### src/rtl/noc_pkg.sv
// ---------------------------------------------------------------------------
// noc_pkg
// Shared NoC definitions: flit type encodings (carried in the two MSBs of
// every flit), the allocator FSM state type, and small helpers for
// classifying flits.
// ---------------------------------------------------------------------------
package noc_pkg;

  typedef enum logic [1:0] {
    FLIT_BODY      = 2'b00,
    FLIT_TAIL      = 2'b01,
    FLIT_HEAD      = 2'b10,
    FLIT_HEAD_TAIL = 2'b11   // single-flit packet
  } flit_type_e;

  typedef enum logic {
    ST_IDLE   = 1'b0,
    ST_LOCKED = 1'b1
  } alloc_state_e;

  localparam int unsigned FLIT_TYPE_W = 2;
  localparam int unsigned PKT_CNT_W   = 16;

  // Callers pass the type field, i.e. flit[FLIT_WIDTH-1 -: FLIT_TYPE_W].
  function automatic flit_type_e flit_type(input logic [FLIT_TYPE_W-1:0] type_bits);
    return flit_type_e'(type_bits);
  endfunction

  function automatic logic is_head(input flit_type_e t);
    return (t == FLIT_HEAD) || (t == FLIT_HEAD_TAIL);
  endfunction

  function automatic logic is_tail(input flit_type_e t);
    return (t == FLIT_TAIL) || (t == FLIT_HEAD_TAIL);
  endfunction

endpackage

### src/rtl/round_robin_arbiter.sv
// ---------------------------------------------------------------------------
// round_robin_arbiter
// Purely combinational round-robin pick: scans requests starting at
// i_priority and wrapping at N-1, grants the first one found.
// Ports:
//   i_requests  [N-1:0]      request vector
//   i_priority  [IDX_W-1:0]  index scanned first (must be < N)
//   o_grant     [N-1:0]      one-hot grant (zero when no request)
//   o_grant_idx [IDX_W-1:0]  index of the granted request
//   o_grant_vld              any request granted
// ---------------------------------------------------------------------------
module round_robin_arbiter #(
  parameter int N     = 5,
  parameter int IDX_W = (N > 1) ? $clog2(N) : 1
) (
  input  logic [N-1:0]     i_requests,
  input  logic [IDX_W-1:0] i_priority,
  output logic [N-1:0]     o_grant,
  output logic [IDX_W-1:0] o_grant_idx,
  output logic             o_grant_vld
);

  logic [IDX_W:0]   w_sum;
  logic [IDX_W-1:0] w_idx;

  always_comb begin
    o_grant     = '0;
    o_grant_idx = '0;
    o_grant_vld = 1'b0;
    w_sum       = '0;
    w_idx       = '0;
    for (int i = 0; i < N; i++) begin
      // One extra bit so prio + offset never overflows before the wrap.
      w_sum = {1'b0, i_priority} + (IDX_W+1)'(i);
      if (w_sum >= (IDX_W+1)'(N)) w_sum = w_sum - (IDX_W+1)'(N);
      w_idx = w_sum[IDX_W-1:0];
      if (!o_grant_vld && i_requests[w_idx]) begin
        o_grant_vld    = 1'b1;
        o_grant[w_idx] = 1'b1;
        o_grant_idx    = w_idx;
      end
    end
  end

endmodule

### src/rtl/output_port_allocator.sv
// ---------------------------------------------------------------------------
// output_port_allocator
// Wormhole output-port allocator for one router output. While IDLE, inputs
// presenting a HEAD/HEAD_TAIL compete round-robin; a HEAD locks the port to
// its input until that input's TAIL passes, so packets never interleave.
// The output is a single registered stage with full throughput.
// Ports:
//   i_clk, i_rst_n      clock, async active-low reset
//   i_valid/i_flit      per-input flit offer (type in flit MSBs)
//   o_ready             per-input accept
//   o_valid/o_flit      registered output flit
//   i_ready             downstream accept
//   o_pkt_count         packets passed (only with NOC_ALLOC_STATS_EN)
// Build option: `define NOC_ALLOC_STATS_EN adds the 16-bit packet counter.
// ---------------------------------------------------------------------------
module output_port_allocator
  import noc_pkg::*;
#(
  parameter int NUM_INPUTS = 5,
  parameter int FLIT_WIDTH = 32
) (
  input  logic                                 i_clk,
  input  logic                                 i_rst_n,
  input  logic [NUM_INPUTS-1:0]                i_valid,
  input  logic [NUM_INPUTS-1:0][FLIT_WIDTH-1:0] i_flit,
  output logic [NUM_INPUTS-1:0]                o_ready,
  output logic                                 o_valid,
  output logic [FLIT_WIDTH-1:0]                o_flit,
  input  logic                                 i_ready
`ifdef NOC_ALLOC_STATS_EN
  ,output logic [PKT_CNT_W-1:0]                o_pkt_count
`endif
);

  localparam int IDX_W = (NUM_INPUTS > 1) ? $clog2(NUM_INPUTS) : 1;
  localparam logic [IDX_W-1:0] LAST_IDX = IDX_W'(NUM_INPUTS-1);

  function automatic logic [IDX_W-1:0] next_idx(input logic [IDX_W-1:0] idx);
    return (idx == LAST_IDX) ? '0 : idx + 1'b1;
  endfunction

  alloc_state_e            r_state, w_state_nxt;
  logic [IDX_W-1:0]        r_owner, w_owner_nxt;
  logic [IDX_W-1:0]        r_prio,  w_prio_nxt;
  logic                    r_valid;
  logic [FLIT_WIDTH-1:0]   r_flit;

  logic [NUM_INPUTS-1:0]   w_head_req;
  logic [NUM_INPUTS-1:0]   w_grant;
  logic [IDX_W-1:0]        w_grant_idx;
  logic                    w_grant_vld;
  logic                    w_can_accept;
  logic [IDX_W-1:0]        w_sel_idx;
  logic [FLIT_WIDTH-1:0]   w_sel_flit;
  flit_type_e              w_sel_type;
  logic                    w_xfer;

  // Only packet starts compete; BODY/TAIL on a non-owner simply wait.
  for (genvar k = 0; k < NUM_INPUTS; k++) begin : g_req
    assign w_head_req[k] = i_valid[k] &&
                           is_head(flit_type(i_flit[k][FLIT_WIDTH-1 -: FLIT_TYPE_W]));
  end

  round_robin_arbiter #(.N(NUM_INPUTS), .IDX_W(IDX_W)) u_arb (
    .i_requests  (w_head_req),
    .i_priority  (r_prio),
    .o_grant     (w_grant),
    .o_grant_idx (w_grant_idx),
    .o_grant_vld (w_grant_vld)
  );

  // Output register can take a flit if empty or draining this cycle.
  assign w_can_accept = !r_valid || i_ready;

  always_comb begin
    o_ready = '0;
    if (r_state == ST_IDLE) begin
      if (w_grant_vld && w_can_accept) o_ready = w_grant;
    end else begin
      o_ready[r_owner] = w_can_accept;
    end
  end

  // At most one o_ready bit is set, so the selected input is the transfer.
  assign w_sel_idx  = (r_state == ST_IDLE) ? w_grant_idx : r_owner;
  assign w_sel_flit = i_flit[w_sel_idx];
  assign w_sel_type = flit_type(w_sel_flit[FLIT_WIDTH-1 -: FLIT_TYPE_W]);
  assign w_xfer     = |(i_valid & o_ready);

  always_comb begin
    w_state_nxt = r_state;
    w_owner_nxt = r_owner;
    w_prio_nxt  = r_prio;
    if (w_xfer) begin
      case (r_state)
        ST_IDLE: begin
          if (w_sel_type == FLIT_HEAD) begin
            w_state_nxt = ST_LOCKED;
            w_owner_nxt = w_grant_idx;
          end else if (w_sel_type == FLIT_HEAD_TAIL) begin
            w_prio_nxt = next_idx(w_grant_idx);
          end
        end
        ST_LOCKED: begin
          if (w_sel_type == FLIT_TAIL) begin
            w_state_nxt = ST_IDLE;
            w_prio_nxt  = next_idx(r_owner);
          end
        end
        default: ;
      endcase
    end
  end

  always_ff @(posedge i_clk or negedge i_rst_n) begin
    if (!i_rst_n) begin
      r_state <= ST_IDLE;
      r_owner <= '0;
      r_prio  <= '0;
    end else begin
      r_state <= w_state_nxt;
      r_owner <= w_owner_nxt;
      r_prio  <= w_prio_nxt;
    end
  end

  always_ff @(posedge i_clk or negedge i_rst_n) begin
    if (!i_rst_n) begin
      r_valid <= 1'b0;
      r_flit  <= '0;
    end else if (w_xfer) begin
      r_valid <= 1'b1;
      r_flit  <= w_sel_flit;
    end else if (i_ready) begin
      r_valid <= 1'b0;
    end
  end

  assign o_valid = r_valid;
  assign o_flit  = r_flit;

`ifdef NOC_ALLOC_STATS_EN
  logic [PKT_CNT_W-1:0] r_pkt_count;

  always_ff @(posedge i_clk or negedge i_rst_n) begin
    if (!i_rst_n)                         r_pkt_count <= '0;
    else if (w_xfer && is_tail(w_sel_type)) r_pkt_count <= r_pkt_count + 1'b1;
  end

  assign o_pkt_count = r_pkt_count;
`endif

endmodule

### config.mk
export PLATFORM = sky130hd
export DESIGN_NAME = output_port_allocator
export DESIGN_NICKNAME = d
export VERILOG_FILES = /design/src/rtl/noc_pkg.sv /design/src/rtl/round_robin_arbiter.sv /design/src/rtl/output_port_allocator.sv
export SDC_FILE = /design/constraint.sdc
export NUM_CORES = 1
export LEC_CHECK = 0
export BUFFER_PORTS_ARGS = -buffer_cell sky130_fd_sc_hd__buf_2
export CORE_UTILIZATION = 36
export CTS_BUF_LIST = sky130_fd_sc_hd__clkbuf_8 sky130_fd_sc_hd__clkbuf_16
export CTS_CLUSTER_DIAMETER = 50
export DETAILED_ROUTE_END_ITERATION = 16
export SETUP_SLACK_MARGIN = 0.4
export SLEW_MARGIN = 15
export SYNTH_ARGS = -nofsm -noshare
export SYNTH_HDL_FRONTEND = slang
export SYNTH_SLANG_ARGS = --single-unit
export TNS_END_PERCENT = 50
### constraint.sdc
create_clock -name i_clk -period 8.05 [get_ports i_clk]
set_input_delay 1.2075 -clock i_clk [delete_from_list [all_inputs] [get_ports i_clk]]
set_output_delay 1.2075 -clock i_clk [all_outputs]
set_load 0.01 [all_outputs]
# Word level (Yosys, flattened, before mapping)
# Cells that the tools add are included.
word_totals:
  regBits: 40
  latchBits: 0
  n_memories: 0
  ram_bits: 0
  inputBits: 168
  romBits: 0
op_classes:
  n_reduce_logical: 31
  muxes: 58
  div_mod_pow: 0
  n_lt_le_gt_ge: 18
  n_bitwise: 7
  n_eq_ne: 18
  add_sub_neg: 11
  shift: 0
  multipliers: 0
op_table:
  columns: ["operator", "count"]
  rows:
  - ["$bmux 32 s3", 1]
  - ["$mux 3", 16]
  - ["$mux 5", 7]
  - ["$mux 32", 1]
  - ["$lt 3x4->1 const B", 7]
  - ["$eq 2x2->1 const B", 12]
  - ["$mux 1", 20]
  - ["$or 5x5->5", 4]
  - ["$demux 1 s3", 6]
  - ["$ge 3x1->1 const B", 6]
  - ["$ge 4x3->1 const B", 4]
  - ["$logic_and 1x1->1", 16]
  - ["$bmux 1 s3", 5]
  - ["$sub 3x3->3 const B", 5]
  - ["$and 5x5->5", 2]
  - ["$add 3x2->4 const B", 2]
  - ["$add 3x1->3 const B", 2]
  - ["$eq 3x3->1 const B", 2]
  - ["$logic_or 1x1->1", 6]
  - ["$pmux 3 s2", 1]
  - ["$logic_not 1->1", 5]
  - ["$reduce_or 5->1", 1]
  - ["$add 3x1->4 const B", 1]
  - ["$add 3x3->4 const B", 1]
  - ["9 further kinds", 10]

# Depth between registers and ports, before layout
# Gate-level depths: netlist of the first run.
depth:
  ltp_word: 25
  ltp_mapped: 19
  ltp_nobuf: 19

# Modules after synthesis
# A second synthesis of the first run with hierarchy kept.
unflattened:
  cells_unflattened: 458
  area_unflattened_um2: 4307.9
by_module_without_submodules:
  columns: ["module", "cells_each", "area_per_inst_um2", "n_inst", "seq_area_each_um2"]
  rows:
  - ["output_port_allocator", 266, 2924.1, 1, 1001.0]
  - ["round_robin_arbiter", 192, 1383.8, 1, 0.0]

# Worst setup path after synthesis of the first run
# Ideal clock, no wire load.
synth_timing:
  path_type: "register to output"
  from: "register r_prio[0]"
  to: "output port o_ready[2]"
  arrival_time_ns: 3.126
  path_stages_with_launch: 14
  slack_ns: 3.716
  t_required_ns: 6.843
  path_cell_list: "dfrtp_1 inv_2 ha_1 inv_1 fa_1 nand2b_1 or2_2 a21oi_1 o32a_1 o211ai_1 or4_4 nor2_1 o31ai_1 nand2_1"
synth_via:
  elab_chain_cells: 20
synth_rtl:
  columns: ["element", "line", "source"]
  rows:
  - ["start: declaration", "output_port_allocator.sv:44", "logic [IDX_W-1:0] r_prio, w_prio_nxt;"]
  - ["start signal: assignment", "output_port_allocator.sv:123", "r_prio <= w_prio_nxt;"]
  - ["parallel branches: the longest is 18 deep, another holds $add 3x1->4", null, null]
  - ["$mux 5 *", "output_port_allocator.sv:78", "if (w_grant_vld && w_can_accept) o_ready = w_grant;"]
  - ["$mux 5 *", "output_port_allocator.sv:77", "if (r_state == ST_IDLE) begin"]
  - ["end: declaration", "output_port_allocator.sv:26", "output logic [NUM_INPUTS-1:0] o_ready,"]
# Every way passes the cells marked *. The select of a mux whose other input is x is not followed.

# Final worst setup path of the first run
layout_timing:
  from: "register r_prio[0]"
  to: "register r_owner[2]"
layout_via:
  elab_chain_cells: 23
layout_rtl:
  columns: ["element", "line", "source"]
  rows:
  - ["parallel branches: the longest is 23 deep, another holds $add 3x1->4", null, null]
  - ["end signal: assignment", "output_port_allocator.sv:122", "r_owner <= w_owner_nxt;"]
  - ["end: declaration", "output_port_allocator.sv:43", "logic [IDX_W-1:0] r_owner, w_owner_nxt;"]
# Parallel ways; which one is timed is not known. The select of a mux whose other input is x is not followed.
# A chain may end at the register's enable or synchronous reset.

==> results.py, run 1 <==
metrics = {
    "synthesis": {
        "synth_top_area_cell": "dfrtp_1",
        "synth_seq_area_share_pct": 21.2,
        "ys_ff_latch": 40,
        "syn-num-nets": 746,
        "async_reset_ff_share_pct": 100,
        "yosys_warnings": 0,
        "syn_area_um2": 4720,
        "synth.avg_cell_area_um2": 8.35,
        "synth.top_cell.area_share_pct": 21.2,
        "ys_types": 85,
        "synth_edf_count": 0,
        "synthCells": 565,
        "yosys-top-cells-area": "dfrtp_1 21%, mux2i_1 21%, a21oi_1 5.8%, a22oi_1 5.4%, nor2_1 4.9%",
        "synthFlopType": "dfrtp_1",
    },
    "sta": {
        "worst_pin_slew_ns": 1.06,
        "drv_slew": 0,
        "setup_viol": 0,
        "worst_slack_ns": 1.98,
        "finalHoldViolCount": 0,
        "finClkSkew_ns": 0.00466,
        "slew-limit-headroom_pct": 29.0,
        "max_freq_ghz": 0.165,
        "fin_crit_sh_pct": 75.5,
        "fin_crit_ns": 6.07,
        "grt_setup_unrepaired": "false",
        "fin_setup_tns_ns": 0,
    },
    "global_route": {
        "grt_first_pass_wirelength_um": 25800,
        "overflow": 0,
        "grt_max_degree": 66,
        "gr-usage-met3_pct": 3.32,
        "grt_antenna_before_repair": 2,
        "grtUsageMet2_pct": 42.6,
        "grt_util_met1_pct": 30.7,
        "track_usage_pct": 24.5,
        "top_usage_layer": "met2",
        "grt_pass1_vias": 5095,
    },
    "floorplan": {
        "die_h_um": 116,
        "core_area_um2": 12700,
        "num_rows": 41,
        "die_area_um2": 13600,
        "die_w_um": 116,
        "io_pins": 206,
        "initial_core_util_pct": 37.1,
    },
    "setup_path": {
        "regToRegEndpoint": "r_owner[2]",
        "cp.required_ns": 8.22,
        "cp-start-kind": "register",
        "crit_fanout": 65,
        "rr_startpoint": "r_prio[0]",
        "end_kind": "register",
        "reg2reg_slack_ns": 1.98,
        "worstRegToRegCells": 15,
        "arrival_ns": 6.24,
        "criticalPathCategory": "reg -> reg",
    },
    "route": {
        "dr.pass1.iters": 5,
        "antenna_left": 0,
        "drc_errors": 0,
        "num_vias": 5267,
        "routed_wl_um": 16600,
        "drt_iter0_drc": 336,
        "avgViaCountPerCell": 5.73,
        "wire_per_inst_um": 18.0,
    },
    "finish": {
        "drive_gt1_share_pct": 33.2,
        "num-fill-cells": 1329,
        "nets": 926,
        "synthToLayoutAreaGrowth_pct": 27.3,
    },
    "clock_tree": {
        "hold_buffers": 0,
        "cts_max_level": 2,
        "post-cts-setup-buffer-count": 0,
        "cts_buffer_depth": 2,
        "cts_resized": 0,
        "clockRootBuffer": "clkbuf_16",
        "cts_buffers": 5,
        "tritoncts": "built",
        "clk_pin_slew_ns": 0.06,
        "numClockSinks": 40,
        "clock_latency_ns": 0.28,
    },
    "outcome": {
        "status": "complete, no violations",
    },
    "placement": {
        "hpwl_um": 13200,
        "place_congestion": 0.861,
        "io_buffers": 205,
        "pre_cts_ws_ns": 2.05,
    },
    "run": {
        "cap_viol_max_count": 0,
    },
    "worst_hold_path": {
        "hp-start": "o_flit[30]",
        "hold_path_class": "reg -> reg",
        "worst_hold_path.endpoint": "o_flit[30]",
        "hold_depth": 1,
    },
}
-- layout by cell type (no fill, tap or decap), types with 4 or more instances in the layout --
cell type | Yosys | routed
mux2i_1 | 99 | 99
o21a_1 | 8 | 8
ha_1 | 12 | 12
nand3b_1 | 6 | 6
clkbuf_16 | 0 | 5
nor2_1 | 62 | 62
a21o_1 | 6 | 6
nand2b_1 | 7 | 7
o22ai_1 | 5 | 5
buf_2 | 20 | 205
a211oi_1 | 4 | 4
o21ai_0 | 9 | 9
a21oi_1 | 55 | 55
a22oi_1 | 34 | 34
a31oi_1 | 7 | 7
and3_1 | 9 | 9
o211ai_1 | 4 | 4
dfrtp_1 | 40 | 40
nand3_1 | 8 | 8
nor3_1 | 13 | 13
o21ai_1 | 4 | 4
and2_1 | 6 | 6
inv_1 | 13 | 13
o31ai_1 | 4 | 4
nand2_1 | 33 | 33
-- per-layer routing --
metal	share of wire, %	routed length, um
met1	41	6750
met3	5.7	938
met4	2.3	374
met2	51	8490
met5	0	0
-- cell usage after synthesis, types with 3 or more instances --
master	count
nand2b_1	7
o31ai_1	4
mux2i_1	99
a311o_1	3
o22a_1	3
buf_2	20
nand2_1	33
ha_1	12
a221oi_2	3
and3_1	9
a21oi_2	4
clkbuf_1	11
nand3_1	8
dfrtp_1	40
buf_6	3
a21oi_1	55
a21o_1	6
a211oi_1	4
o21ai_1	4
a31oi_1	7
nand3b_1	6
and2_1	6
o21a_1	8
a21boi_1	3
o22ai_1	5
nor2_1	62
nor3_1	13
inv_1	13
mux2_2	3
o21ai_0	9
o211ai_1	4
o31a_1	3
a22oi_1	34
-- worst max-delay path: stages (launching register included) --
cell and delay, ns:
dfrtp_1 0.96, inv_2 0.25, ha_1 0.34, ha_1 0.54, nor2_1 0.09, a21oi_1 0.35, mux2_2 0.40, o21ai_1 0.26
o21ai_1 0.20, o311a_1 0.36, o211ai_2 0.26, nand2_4 0.56, a211o_1 0.52, a32oi_4 0.36, nand2_4 0.11, mux2_4 0.31
-- logic make-up (layout without fill, tap and decap cells) --
| family | count (synthesis) | after routing | synth area share (%) |
|---|---|---|---|
| DFF | 40 | 40 | 21.2 |
| adders and majority gates | 13 | 13 | 3.61 |
| buffers and inverters | 50 | 231 | 5.06 |
| AOI/OAI and AO/OA | 186 | 186 | 28.4 |
| xor gates and xnor gates | 2 | 2 | 0.371 |
| muxes | 104 | 104 | 22.5 |
| other | 0 | 2 | 0 |
| and+or+nand+nor | 170 | 170 | 18.9 |
-- registers in the layout (all words and copies together) (netlist names) --
register  cells
o_flit       32
r_owner       3
r_prio        3
o_valid       1
r_state       1
-- through the flow --
stage,cell area (um2),util [%],cells,hold slack (ns)
after floorplan,4720,-,565,0.527
after global placement,5830,45.8,910,0.479
after detailed placement,5830,45.8,910,0.481
after CTS,6000,47.2,918,0.495
after global routing,6000,47.2,920,0.503
final,6000,47.2,920,0.500
-- worst max path at each step --
stage,to,depth (start not counted),start
after floorplan,o_ready[2],13,r_prio[0]
after global placement,r_owner[2],15,r_prio[0]
after detailed placement,r_owner[2],15,r_prio[0]
after CTS,r_owner[2],15,r_prio[0]
after global routing,r_owner[2],15,r_prio[0]
final,r_owner[2],15,r_prio[0]
-- cell type report --
cell class	instances	area, um2	share of cell area [%]
Inverter	15	56.3	0.938
Sequential cell	40	1000	16.7
Multi-Input combinational cell	475	3510	58.5
Clock buffer	5	125	2.08
Clock inverter	3	42.5	0.708
Timing Repair Buffer	208	1050	17.5
Antenna cell	2	5.00	0.0834
Tap cell	172	215	3.58
Power of run 1 is not shown: default switching activity piles up to over one toggle a cycle in this logic, so the estimate is an artifact.
==> run 2: changes to the inputs <==
--- a/config.mk
+++ b/config.mk
@@ -10,6 +10,7 @@
 export CTS_BUF_LIST = sky130_fd_sc_hd__clkbuf_8 sky130_fd_sc_hd__clkbuf_16
 export CTS_CLUSTER_DIAMETER = 50
 export DETAILED_ROUTE_END_ITERATION = 16
+export PLACE_DENSITY = 0.66
 export SETUP_SLACK_MARGIN = 0.4
 export SLEW_MARGIN = 15
 export SYNTH_ARGS = -nofsm -noshare
==> constraint.sdc (replaced) <==
create_clock -name i_clk -period 5.2 [get_ports i_clk]
set_input_delay 0.78 -clock i_clk [delete_from_list [all_inputs] [get_ports i_clk]]
set_output_delay 0.78 -clock i_clk [all_outputs]
set_load 0.01 [all_outputs]
==> results.py, run 2 (synthesis gave the netlist of run 1 again) <==
metrics = {
    "outcome": {
        "status": "complete, no violations",
    },
    "placement": {
        "place_congestion": 0.969,
        "io_buffers": 205,
        "hpwl_um": 13400,
    },
    "finish": {
        "nets": 944,
        "mostFrequentLayoutCell": "buf_2",
        "synthToLayoutAreaGrowth_pct": 32.4,
        "drive_gt1_share_pct": 36.1,
        "largest_register_ffs": 32,
        "mostFrequentLayoutCells": "205 x buf_2, 99 x mux2i_1, 62 x nor2_1, 53 x a21oi_1, 38 x dfrtp_1",
        "num-fill-cells": 1327,
    },
    "global_route": {
        "overflow": 0,
        "gr-usage-met3_pct": 3.68,
        "top_usage_layer": "met2",
        "grt_util_met1_pct": 31.2,
        "grtUsageMet2_pct": 39.9,
        "grt_pass1_vias": 4892,
        "grt_first_pass_wirelength_um": 25100,
        "grt_max_degree": 59,
        "grt_antenna_before_repair": 1,
        "track_usage_pct": 24.0,
    },
    "floorplan": {
        "die_area_um2": 13600,
        "core_area_um2": 12700,
        "num_rows": 41,
        "die_h_um": 116,
        "io_pins": 206,
        "initial_core_util_pct": 37.1,
        "die_w_um": 116,
    },
    "setup_path": {
        "crit_fanout": 27,
        "worstRegToRegCells": 15,
        "end_kind": "register",
        "arrival_ns": 4.77,
        "cp.required_ns": 5.40,
        "regToRegEndpoint": "r_state",
        "cp-start-kind": "register",
        "reg2reg_slack_ns": 0.63,
        "rr_startpoint": "r_prio[0]",
        "criticalPathCategory": "reg -> reg",
    },
    "clock_tree": {
        "cts_buffers": 5,
        "cts_max_level": 2,
        "tritoncts": "built",
        "numClockSinks": 40,
        "clock_latency_ns": 0.29,
        "cts_buffer_depth": 2,
        "clk_pin_slew_ns": 0.06,
        "hold_buffers": 0,
        "clockRootBuffer": "clkbuf_16",
    },
    "sta": {
        "setup_viol": 0,
        "finClkSkew_ns": 0.00711,
        "max_freq_ghz": 0.219,
        "drv_slew": 0,
        "fin_setup_tns_ns": 0,
        "slew-limit-headroom_pct": 36.9,
        "fin_crit_ns": 4.57,
        "grt_setup_unrepaired": "true",
        "worst_pin_slew_ns": 0.946,
        "fin_crit_sh_pct": 87.9,
        "finalHoldViolCount": 0,
    },
    "worst_hold_path": {
        "worst_hold_path.endpoint": "o_flit[30]",
        "hp-start": "o_flit[30]",
        "hold_depth": 1,
        "hold_path_class": "reg -> reg",
    },
    "route": {
        "drc_errors": 0,
        "dr.pass1.iters": 6,
        "routed_wl_um": 16800,
        "avgViaCountPerCell": 5.64,
        "antenna_left": 0,
        "drt_iter0_drc": 344,
        "wire_per_inst_um": 17.9,
        "num_vias": 5287,
    },
    "run": {
        "cap_viol_max_count": 0,
    },
}
==> run 2: what timing repair did <==
item,4_1_cts,5_1_grt
gates resized for setup,0,12
buffers inserted,0,1
setup endpoints to repair,0,42
hold endpoints to repair,0,0
==> run 2: worst max-delay path by stage <==
stage | from | to | depth (start not counted)
detailed placement | r_prio[1] | r_owner[2] | 15
CTS | r_prio[1] | r_owner[2] | 15
global placement | r_prio[1] | r_owner[2] | 15
finish | r_prio[0] | r_state | 15
global route | r_prio[0] | r_prio[0] | 17
floorplan | r_prio[0] | r_owner[2] | 16
==> run 2: area by class of cell <==
class / count / area (um2) / area share, %
multi-input cells: 476 / 3580 / 57.3
repair buffers: 225 / 1210 / 19.4
flip-flops and latches: 40 / 1000 / 16.1
well taps: 172 / 215 / 3.44
clock buffers: 6 / 139 / 2.22
inverters: 15 / 56.3 / 0.901
clock inverters: 2 / 38.8 / 0.621
diodes: 1 / 2.50 / 0.0401
==> run 2: stage by stage <==
| step | instance area, um2 | std cells | worst slack, ns | utilization (%) | hold slack (ns) |
|---|---|---|---|---|---|
| after global routing | 6250 | 937 | 0.377 | 49.1 | 0.533 |
| after floorplan | 4720 | 565 | 1.03 | - | 0.484 |
| after detailed placement | 5980 | 926 | 0.466 | 47.0 | 0.509 |
| after global placement | 5980 | 926 | 0.596 | 47.0 | 0.505 |
| after CTS | 6150 | 934 | 0.455 | 48.4 | 0.523 |
| final | 6250 | 937 | 0.627 | 49.1 | 0.511 |
==> run 2: routing by layer <==
layer / share of wire (%) / vias up / routed length [um]
met2: 48 / 242 / 8140
met5: 0 / - / 0
met4: 3.2 / 0 / 529
li1: - / 2546 / -
met1: 41 / 2460 / 6920
met3: 7.1 / 39 / 1190
==> run 2: critical path, stage by stage, from the launching register on <==
cell	delay, ns
dfrtp_1	0.35
buf_4	0.31
ha_1	0.40
and2b_1	0.26
o21a_1	0.20
a221oi_2	0.47
o21ai_2	0.18
and3_1	0.32
a22oi_1	0.19
o21ai_0	0.15
o31ai_1	0.33
o2111ai_1	0.30
nor4bb_2	0.53
buf_4	0.21
o21ai_1	0.07
a22oi_1	0.20
Power of run 2 is left out for the same reason.
